### src/rtl/execute_out_buffer_if.sv
// execute_out_buffer_if
// Bundles the execute-result push side and the buffered head/handshake side
// of execute_out_buffer into one interface.
//   master : producer/consumer view (drives push bundle and out_ready)
//   slave  : buffer view (drives q_* fields, out_valid, stall, count,
//            overflow, drop_count)
interface execute_out_buffer_if #(
  parameter int DATA_W = 16,
  parameter int REG_W  = 3,
  parameter int DEPTH  = 4
);
  localparam int CW = $clog2(DEPTH) + 1;

  // push side
  logic              enable_execute;
  logic [DATA_W-1:0] aluout;
  logic [DATA_W-1:0] pcout;
  logic [DATA_W-1:0] IR_Exec;
  logic [DATA_W-1:0] M_Data;
  logic [1:0]        W_Control_out;
  logic              Mem_Control_out;
  logic [2:0]        NZP;
  logic [REG_W-1:0]  sr1;
  logic [REG_W-1:0]  sr2;
  logic [REG_W-1:0]  dr;

  // head side
  logic [DATA_W-1:0] q_aluout;
  logic [DATA_W-1:0] q_pcout;
  logic [DATA_W-1:0] q_IR_Exec;
  logic [DATA_W-1:0] q_M_Data;
  logic [1:0]        q_W_Control_out;
  logic              q_Mem_Control_out;
  logic [2:0]        q_NZP;
  logic [REG_W-1:0]  q_sr1;
  logic [REG_W-1:0]  q_sr2;
  logic [REG_W-1:0]  q_dr;
  logic              out_valid;
  logic              out_ready;

  // status
  logic              stall;
  logic [CW-1:0]     count;
  logic              overflow;
  logic [7:0]        drop_count;

  modport master (
    output enable_execute, aluout, pcout, IR_Exec, M_Data, W_Control_out,
           Mem_Control_out, NZP, sr1, sr2, dr, out_ready,
    input  q_aluout, q_pcout, q_IR_Exec, q_M_Data, q_W_Control_out,
           q_Mem_Control_out, q_NZP, q_sr1, q_sr2, q_dr, out_valid,
           stall, count, overflow, drop_count
  );

  modport slave (
    input  enable_execute, aluout, pcout, IR_Exec, M_Data, W_Control_out,
           Mem_Control_out, NZP, sr1, sr2, dr, out_ready,
    output q_aluout, q_pcout, q_IR_Exec, q_M_Data, q_W_Control_out,
           q_Mem_Control_out, q_NZP, q_sr1, q_sr2, q_dr, out_valid,
           stall, count, overflow, drop_count
  );
endinterface

### src/rtl/execute_out_buffer.sv
// execute_out_buffer
// Capture FIFO for the LC3 execute-stage result bundle. Every cycle
// enable_execute is high the bundle is pushed (if there is room, or a pop
// frees a slot in the same cycle); the oldest entry is offered on q_* with a
// valid/ready handshake. Pushes arriving while full with no pop are dropped
// and accounted in the sticky overflow flag and saturating drop_count.
// Ports:
//   clock - rising-edge clock
//   reset - synchronous, active-high; empties the buffer and clears status
//   bus   - execute_out_buffer_if.slave (push bundle, head bundle,
//           out_valid/out_ready, stall, count, overflow, drop_count)
module execute_out_buffer #(
  parameter int DATA_W       = 16,
  parameter int REG_W        = 3,
  parameter int DEPTH        = 4,
  parameter int DROP_ON_FULL = 0
) (
  input logic                  clock,
  input logic                  reset,
  execute_out_buffer_if.slave  bus
);
  localparam int AW = $clog2(DEPTH);
  localparam int CW = AW + 1;
  localparam int BW = 4 * DATA_W + 2 + 1 + 3 + 3 * REG_W;
  localparam logic [CW-1:0] FULL_COUNT = CW'(DEPTH);

  logic [BW-1:0] mem [DEPTH];
  logic [AW-1:0] wr_ptr;
  logic [AW-1:0] rd_ptr;
  logic [CW-1:0] count;
  logic          overflow;
  logic [7:0]    drop_count;

  logic          full;
  logic          pop;
  logic          push;
  logic          drop;
  logic [BW-1:0] in_bundle;
  logic [BW-1:0] head;

  assign in_bundle = {bus.aluout, bus.pcout, bus.IR_Exec, bus.M_Data,
                      bus.W_Control_out, bus.Mem_Control_out, bus.NZP,
                      bus.sr1, bus.sr2, bus.dr};

  assign full = (count == FULL_COUNT);
  assign pop  = (count != {CW{1'b0}}) && bus.out_ready;
  // A pop frees the slot this same edge, so a full buffer still accepts.
  assign push = bus.enable_execute && (!full || pop);
  assign drop = bus.enable_execute && full && !pop;

  // Storage, pointers, occupancy and drop accounting.
  always_ff @(posedge clock) begin
    if (reset) begin
      wr_ptr     <= {AW{1'b0}};
      rd_ptr     <= {AW{1'b0}};
      count      <= {CW{1'b0}};
      overflow   <= 1'b0;
      drop_count <= 8'd0;
    end else begin
      if (push) begin
        mem[wr_ptr] <= in_bundle;
        wr_ptr      <= wr_ptr + 1'b1;
      end
      if (pop) begin
        rd_ptr <= rd_ptr + 1'b1;
      end
      case ({push, pop})
        2'b10:   count <= count + 1'b1;
        2'b01:   count <= count - 1'b1;
        default: count <= count;
      endcase
      if (drop) begin
        overflow <= 1'b1;
        if (drop_count != 8'hFF) begin
          drop_count <= drop_count + 8'd1;
        end
      end
    end
  end

  // Head is forced to zero when empty so stale storage never leaks out.
  always_comb begin
    head = {BW{1'b0}};
    if (count != {CW{1'b0}}) begin
      head = mem[rd_ptr];
    end else begin
      head = {BW{1'b0}};
    end
  end

  assign {bus.q_aluout, bus.q_pcout, bus.q_IR_Exec, bus.q_M_Data,
          bus.q_W_Control_out, bus.q_Mem_Control_out, bus.q_NZP,
          bus.q_sr1, bus.q_sr2, bus.q_dr} = head;

  assign bus.out_valid  = (count != {CW{1'b0}});
  // Derived only from registered count: a popping cycle still shows stall.
  assign bus.stall      = (DROP_ON_FULL == 0) ? full : 1'b0;
  assign bus.count      = count;
  assign bus.overflow   = overflow;
  assign bus.drop_count = drop_count;
endmodule

### src/flat_wrapper.sv
// flat-port wrapper written by rule: the top's interface ports become plain ports
module execute_out_buffer_flat 
#(
  parameter int DATA_W       = 16,
  parameter int REG_W        = 3,
  parameter int DEPTH        = 4,
  parameter int DROP_ON_FULL = 0
)
  (clock, reset, bus_enable_execute, bus_aluout, bus_pcout, bus_IR_Exec, bus_M_Data, bus_W_Control_out, bus_Mem_Control_out, bus_NZP, bus_sr1, bus_sr2, bus_dr, bus_out_ready, bus_q_aluout, bus_q_pcout, bus_q_IR_Exec, bus_q_M_Data, bus_q_W_Control_out, bus_q_Mem_Control_out, bus_q_NZP, bus_q_sr1, bus_q_sr2, bus_q_dr, bus_out_valid, bus_stall, bus_count, bus_overflow, bus_drop_count);
  execute_out_buffer_if #(.DATA_W(DATA_W), .REG_W(REG_W), .DEPTH(DEPTH)) bus_i ();
  input logic clock;
  input logic reset;
  input wire logic [$bits(bus_i.enable_execute)-1:0] bus_enable_execute;
  input wire logic [$bits(bus_i.aluout)-1:0] bus_aluout;
  input wire logic [$bits(bus_i.pcout)-1:0] bus_pcout;
  input wire logic [$bits(bus_i.IR_Exec)-1:0] bus_IR_Exec;
  input wire logic [$bits(bus_i.M_Data)-1:0] bus_M_Data;
  input wire logic [$bits(bus_i.W_Control_out)-1:0] bus_W_Control_out;
  input wire logic [$bits(bus_i.Mem_Control_out)-1:0] bus_Mem_Control_out;
  input wire logic [$bits(bus_i.NZP)-1:0] bus_NZP;
  input wire logic [$bits(bus_i.sr1)-1:0] bus_sr1;
  input wire logic [$bits(bus_i.sr2)-1:0] bus_sr2;
  input wire logic [$bits(bus_i.dr)-1:0] bus_dr;
  input wire logic [$bits(bus_i.out_ready)-1:0] bus_out_ready;
  output wire logic [$bits(bus_i.q_aluout)-1:0] bus_q_aluout;
  output wire logic [$bits(bus_i.q_pcout)-1:0] bus_q_pcout;
  output wire logic [$bits(bus_i.q_IR_Exec)-1:0] bus_q_IR_Exec;
  output wire logic [$bits(bus_i.q_M_Data)-1:0] bus_q_M_Data;
  output wire logic [$bits(bus_i.q_W_Control_out)-1:0] bus_q_W_Control_out;
  output wire logic [$bits(bus_i.q_Mem_Control_out)-1:0] bus_q_Mem_Control_out;
  output wire logic [$bits(bus_i.q_NZP)-1:0] bus_q_NZP;
  output wire logic [$bits(bus_i.q_sr1)-1:0] bus_q_sr1;
  output wire logic [$bits(bus_i.q_sr2)-1:0] bus_q_sr2;
  output wire logic [$bits(bus_i.q_dr)-1:0] bus_q_dr;
  output wire logic [$bits(bus_i.out_valid)-1:0] bus_out_valid;
  output wire logic [$bits(bus_i.stall)-1:0] bus_stall;
  output wire logic [$bits(bus_i.count)-1:0] bus_count;
  output wire logic [$bits(bus_i.overflow)-1:0] bus_overflow;
  output wire logic [$bits(bus_i.drop_count)-1:0] bus_drop_count;
  assign bus_i.enable_execute = bus_enable_execute;
  assign bus_i.aluout = bus_aluout;
  assign bus_i.pcout = bus_pcout;
  assign bus_i.IR_Exec = bus_IR_Exec;
  assign bus_i.M_Data = bus_M_Data;
  assign bus_i.W_Control_out = bus_W_Control_out;
  assign bus_i.Mem_Control_out = bus_Mem_Control_out;
  assign bus_i.NZP = bus_NZP;
  assign bus_i.sr1 = bus_sr1;
  assign bus_i.sr2 = bus_sr2;
  assign bus_i.dr = bus_dr;
  assign bus_i.out_ready = bus_out_ready;
  assign bus_q_aluout = bus_i.q_aluout;
  assign bus_q_pcout = bus_i.q_pcout;
  assign bus_q_IR_Exec = bus_i.q_IR_Exec;
  assign bus_q_M_Data = bus_i.q_M_Data;
  assign bus_q_W_Control_out = bus_i.q_W_Control_out;
  assign bus_q_Mem_Control_out = bus_i.q_Mem_Control_out;
  assign bus_q_NZP = bus_i.q_NZP;
  assign bus_q_sr1 = bus_i.q_sr1;
  assign bus_q_sr2 = bus_i.q_sr2;
  assign bus_q_dr = bus_i.q_dr;
  assign bus_out_valid = bus_i.out_valid;
  assign bus_stall = bus_i.stall;
  assign bus_count = bus_i.count;
  assign bus_overflow = bus_i.overflow;
  assign bus_drop_count = bus_i.drop_count;
  execute_out_buffer #(.DATA_W(DATA_W), .REG_W(REG_W), .DEPTH(DEPTH), .DROP_ON_FULL(DROP_ON_FULL)) u_core (.clock(clock), .reset(reset), .bus(bus_i));
endmodule
### config.mk
export PLATFORM = sky130hd
export DESIGN_NAME = execute_out_buffer_flat
export DESIGN_NICKNAME = d
export VERILOG_FILES = /design/src/rtl/execute_out_buffer_if.sv /design/src/rtl/execute_out_buffer.sv /design/src/flat_wrapper.sv
export SDC_FILE = /design/constraint.sdc
export NUM_CORES = 1
export LEC_CHECK = 0
export CORE_AREA = 2 2 157 159
export DETAILED_ROUTE_END_ITERATION = 7
export DIE_AREA = 0 0 159 161
export PLACE_DENSITY = 0.78
export SLEW_MARGIN = 40
export SYNTH_ARGS = -nofsm -noshare
export SYNTH_HDL_FRONTEND = slang
export SYNTH_SLANG_ARGS = --single-unit
### constraint.sdc
create_clock -name clock -period 3.8 [get_ports clock]
set_input_delay 0.38 -clock clock [delete_from_list [all_inputs] [get_ports clock]]
set_output_delay 0.38 -clock clock [all_outputs]
set_load 0.1 [all_outputs]
==> results.ini <==
[clock_tree]
cts_hold_buffers = 0
post-cts-setup-buffer-count = 0
clock_path_buffers = 3
cts_made_buffers = 34
cts.root.buffer_cell = sky130_fd_sc_hd__clkbuf_16
htree_levels = 2
clock_sinks = 334
post_cts_resized = 0
path_clk_slew_ns = 0.06
clock_latency_on_the_worst_skew_pair_ns = 0.49
clock_tree_from_tritoncts = done

[outcome]
status = complete, no violations

[global_routing]
first_global_vias = 6718
grt_first_pass_wirelength_um = 38800
globalRouteOverflowTotal = 0
largest_net_degree_at_the_start_of_global_routing = 82
grt_use_total = 0.198
initial_antenna_violation_count = 1

[timing]
period_minus_slack_ns = 3.05
timing.setup.tns_ns = 0
timing.final.ws_setup_ns = 0.745
number_of_max_slew_violations_in_the_final_report = 0
slew-limit-headroom = 0.546
grt_setup_unrepaired = false
achievable-frequency_mhz = 327
fin_crit_sh = 0.804
final_hold_viol_count = 0
finalSetupViolCount = 0
worst_pin_slew_ns = 0.682
final.setup_skew_ns = 0.00618

[finish]
syn2layout_area_growth_pct = 24.1
layout.nets = 893
fin_util = 0.662
layout.filler_cells = 1594
layout-drive-gt1-share = 0.301

[worst_setup_path]
regToRegEndpoint = u_core.bus.count[2]
timing.reg2reg.worst_path_depth = 8
worst_path_largest_cell_delay_ns = 0.79
worstSetupStartpointType = register
timing.critical_path.fanout_max = 34
cp.required_ns = 3.42
timing_worst_setup_path_type = register to output port
endpoint_kind = output port
cp_slowest_cell = sky130_fd_sc_hd__dfxtp_4
worst-path-buf-inv = 2
crit_family = flip-flops
critPathArrivalTime_ns = 2.67
reg2reg_slack_ns = 1.27
setup.worst_path.end = bus_q_pcout[9]
timing.critical_path.mode_cell = sky130_fd_sc_hd__buf_4
total_stage_count_of_the_critical_path = 4
critical_path.cell_chain = buf_4, mux4_2, and2_1, buf_4
crit-reg2reg-launch = u_core.bus.count[0]

[drt]
drt_drc_violations_left = 0
dr.pass1.iters = 5
starting_drt_drc_count = 508
ant_nets = 0
detailroute.via_count = 6426
drt-wirelength-per-cell_um = 21.7
drt-total-wl_um = 25100
viasPerCell = 5.57

[floorplan]
core_area_um2 = 24000
chipWidth_um = 159
floorplan.die.height_um = 161
core.rowCount = 57
ioPinCount = 176
dieArea_um2 = 25600
floorplan.initialDensity = 0.533

[flow_run]
max_cap_viol_count = 0

[hold_path]
min_path_type = register to register

[yosys]
synthTopCellsByArea = sky130_fd_sc_hd__edfxtp_1, sky130_fd_sc_hd__mux4_2, sky130_fd_sc_hd__and2_1
synth.largest_area_cell = sky130_fd_sc_hd__edfxtp_1
yosys.cell_count.top_type = sky130_fd_sc_hd__edfxtp_1
synthesis.instances = 598
synth_warnings = 0
number_of_nets_in_the_synthesized_netlist = 688
synth_cell_types = 29
synth-main-ff-cell = sky130_fd_sc_hd__edfxtp_1
avgSynthCellArea_um2 = 21.4
postSynthRegisterBits = 334
synthesis.area_um2 = 12800
synth.cells.most_frequent = sky130_fd_sc_hd__edfxtp_1, sky130_fd_sc_hd__and2_1, sky130_fd_sc_hd__mux4_2, sky130_fd_sc_hd__dfxtp_1, sky130_fd_sc_hd__clkbuf_1
async_reset_ff_frac = 0
portion_of_synthesized_cell_area_occupied_by_the_leading_cell_type = 0.743
synth_enable_flop_cells = 316
yosysSeqAreaShare = 0.771

[placed_design]
gp_congestion = 0.777
detailed_placement_wirelength_estimate_um = 15100
preCtsSetupSlack_ns = 0.867
count_of_port_buffers_added_during_placement = 175

-- cell usage in the layout (no fill, tap or decap) --
master,instances
sky130_fd_sc_hd__inv_1,6
sky130_fd_sc_hd__a211oi_1,1
sky130_fd_sc_hd__nand2_1,2
sky130_fd_sc_hd__edfxtp_1,316
sky130_fd_sc_hd__dfxtp_4,2
sky130_fd_sc_hd__mux2i_1,3
sky130_fd_sc_hd__ha_1,6
sky130_fd_sc_hd__nand3_1,5
sky130_fd_sc_hd__a21oi_1,6
sky130_fd_sc_hd__xor2_1,5
sky130_fd_sc_hd__bufinv_16,1
sky130_fd_sc_hd__clkbuf_16,37
sky130_fd_sc_hd__diode_2,2
sky130_fd_sc_hd__and2_4,4
sky130_fd_sc_hd__mux4_2,79
sky130_fd_sc_hd__o211ai_4,1
sky130_fd_sc_hd__clkinv_1,9
sky130_fd_sc_hd__buf_12,5
sky130_fd_sc_hd__fa_1,1
sky130_fd_sc_hd__clkinv_2,7
sky130_fd_sc_hd__and3_1,2
sky130_fd_sc_hd__buf_4,98
sky130_fd_sc_hd__nand4_1,3
sky130_fd_sc_hd__xnor2_1,2
sky130_fd_sc_hd__o21ai_0,4
sky130_fd_sc_hd__clkbuf_1,7
sky130_fd_sc_hd__or3_1,4
sky130_fd_sc_hd__or3_2,1
sky130_fd_sc_hd__clkdlybuf4s50_1,82
sky130_fd_sc_hd__o2111ai_1,1
sky130_fd_sc_hd__dfxtp_1,16
sky130_fd_sc_hd__buf_2,13
sky130_fd_sc_hd__nor4b_4,1
sky130_fd_sc_hd__nor2_1,14
sky130_fd_sc_hd__and4_1,2
sky130_fd_sc_hd__and2_1,80
sky130_fd_sc_hd__nor3_1,1
sky130_fd_sc_hd__nand2b_1,1
-- cells by family (layout without fill, tap and decap cells) --
| kind of cell | Yosys count | after routing | synth area share |
|---|---|---|---|
| muxes | 82 | 82 | 0.142 |
| xor gates and xnor gates | 7 | 7 | 0.00480 |
| buffers and inverters | 35 | 265 | 0.0117 |
| AOI/OAI and AO/OA | 13 | 13 | 0.00685 |
| and+or+nand+nor | 120 | 120 | 0.0568 |
| adders and majority gates | 7 | 7 | 0.00744 |
| DFF | 334 | 334 | 0.771 |
| other | 0 | 2 | 0 |
-- final cells by class --
cell class	instances	area (um^2)	area share
sequential	334	9860	0.622
multi-input combinational	229	2790	0.176
timing repair buffer	198	1720	0.109
clock buffer	44	952	0.0601
tap	324	405	0.0256
clock inverter	17	98.8	0.00624
inverter	6	22.5	0.00142
antenna	2	5.00	0.000316
-- worst min-delay path by stage --
stage | from | end | slack (ns) | cells past startpoint
final | u_core.bus.overflow | u_core.bus.overflow | 0.48 | 2
after global routing | bus_aluout[1] | u_core.mem[2][64] | 0.51 | 1
after CTS | u_core.bus.overflow | u_core.bus.overflow | 0.48 | 2
after detailed placement | u_core.bus.overflow | u_core.bus.overflow | 0.46 | 2
after global placement | u_core.bus.overflow | u_core.bus.overflow | 0.45 | 2
after floorplan | bus_dr[0] | u_core.mem[0][0] | 0.48 | 0
-- sequential cells by signal, summed over array words and instances (netlist names), named ones only --
name and count:
u_core.bus.drop_count 8, u_core.wr_ptr 2, u_core.rd_ptr 2, u_core.bus.overflow 1, u_core.mem 316, u_core.bus.count 3
-- through the flow --
step | area (um^2) | hold WS, ns | cells
final | 15900 | 0.482 | 1154
after floorplan | 12800 | 0.479 | 598
after CTS | 15800 | 0.478 | 1150
after global placement | 14800 | 0.449 | 1089
after detailed placement | 14800 | 0.463 | 1089
after global routing | 15800 | 0.512 | 1152
-- per-layer routing --
layer  GRT usage  share of wire
met1       0.275           0.42
met2       0.327           0.50
met3      0.0437          0.065
met4      0.0496          0.018
met5           0              0
-- worst register-to-register path, cell delays in order, from the launching register on --
cell and delay (ns):
sky130_fd_sc_hd__dfxtp_1 0.37, sky130_fd_sc_hd__nor4b_4 0.47, sky130_fd_sc_hd__nand2b_1 0.28, sky130_fd_sc_hd__ha_1 0.22, sky130_fd_sc_hd__inv_1 0.07, sky130_fd_sc_hd__fa_1 0.40
sky130_fd_sc_hd__xor2_1 0.17, sky130_fd_sc_hd__or3_1 0.31, sky130_fd_sc_hd__a21oi_1 0.16
Power is not shown: default switching activity piles up to over one toggle a cycle in this logic, so the estimate is an artifact.
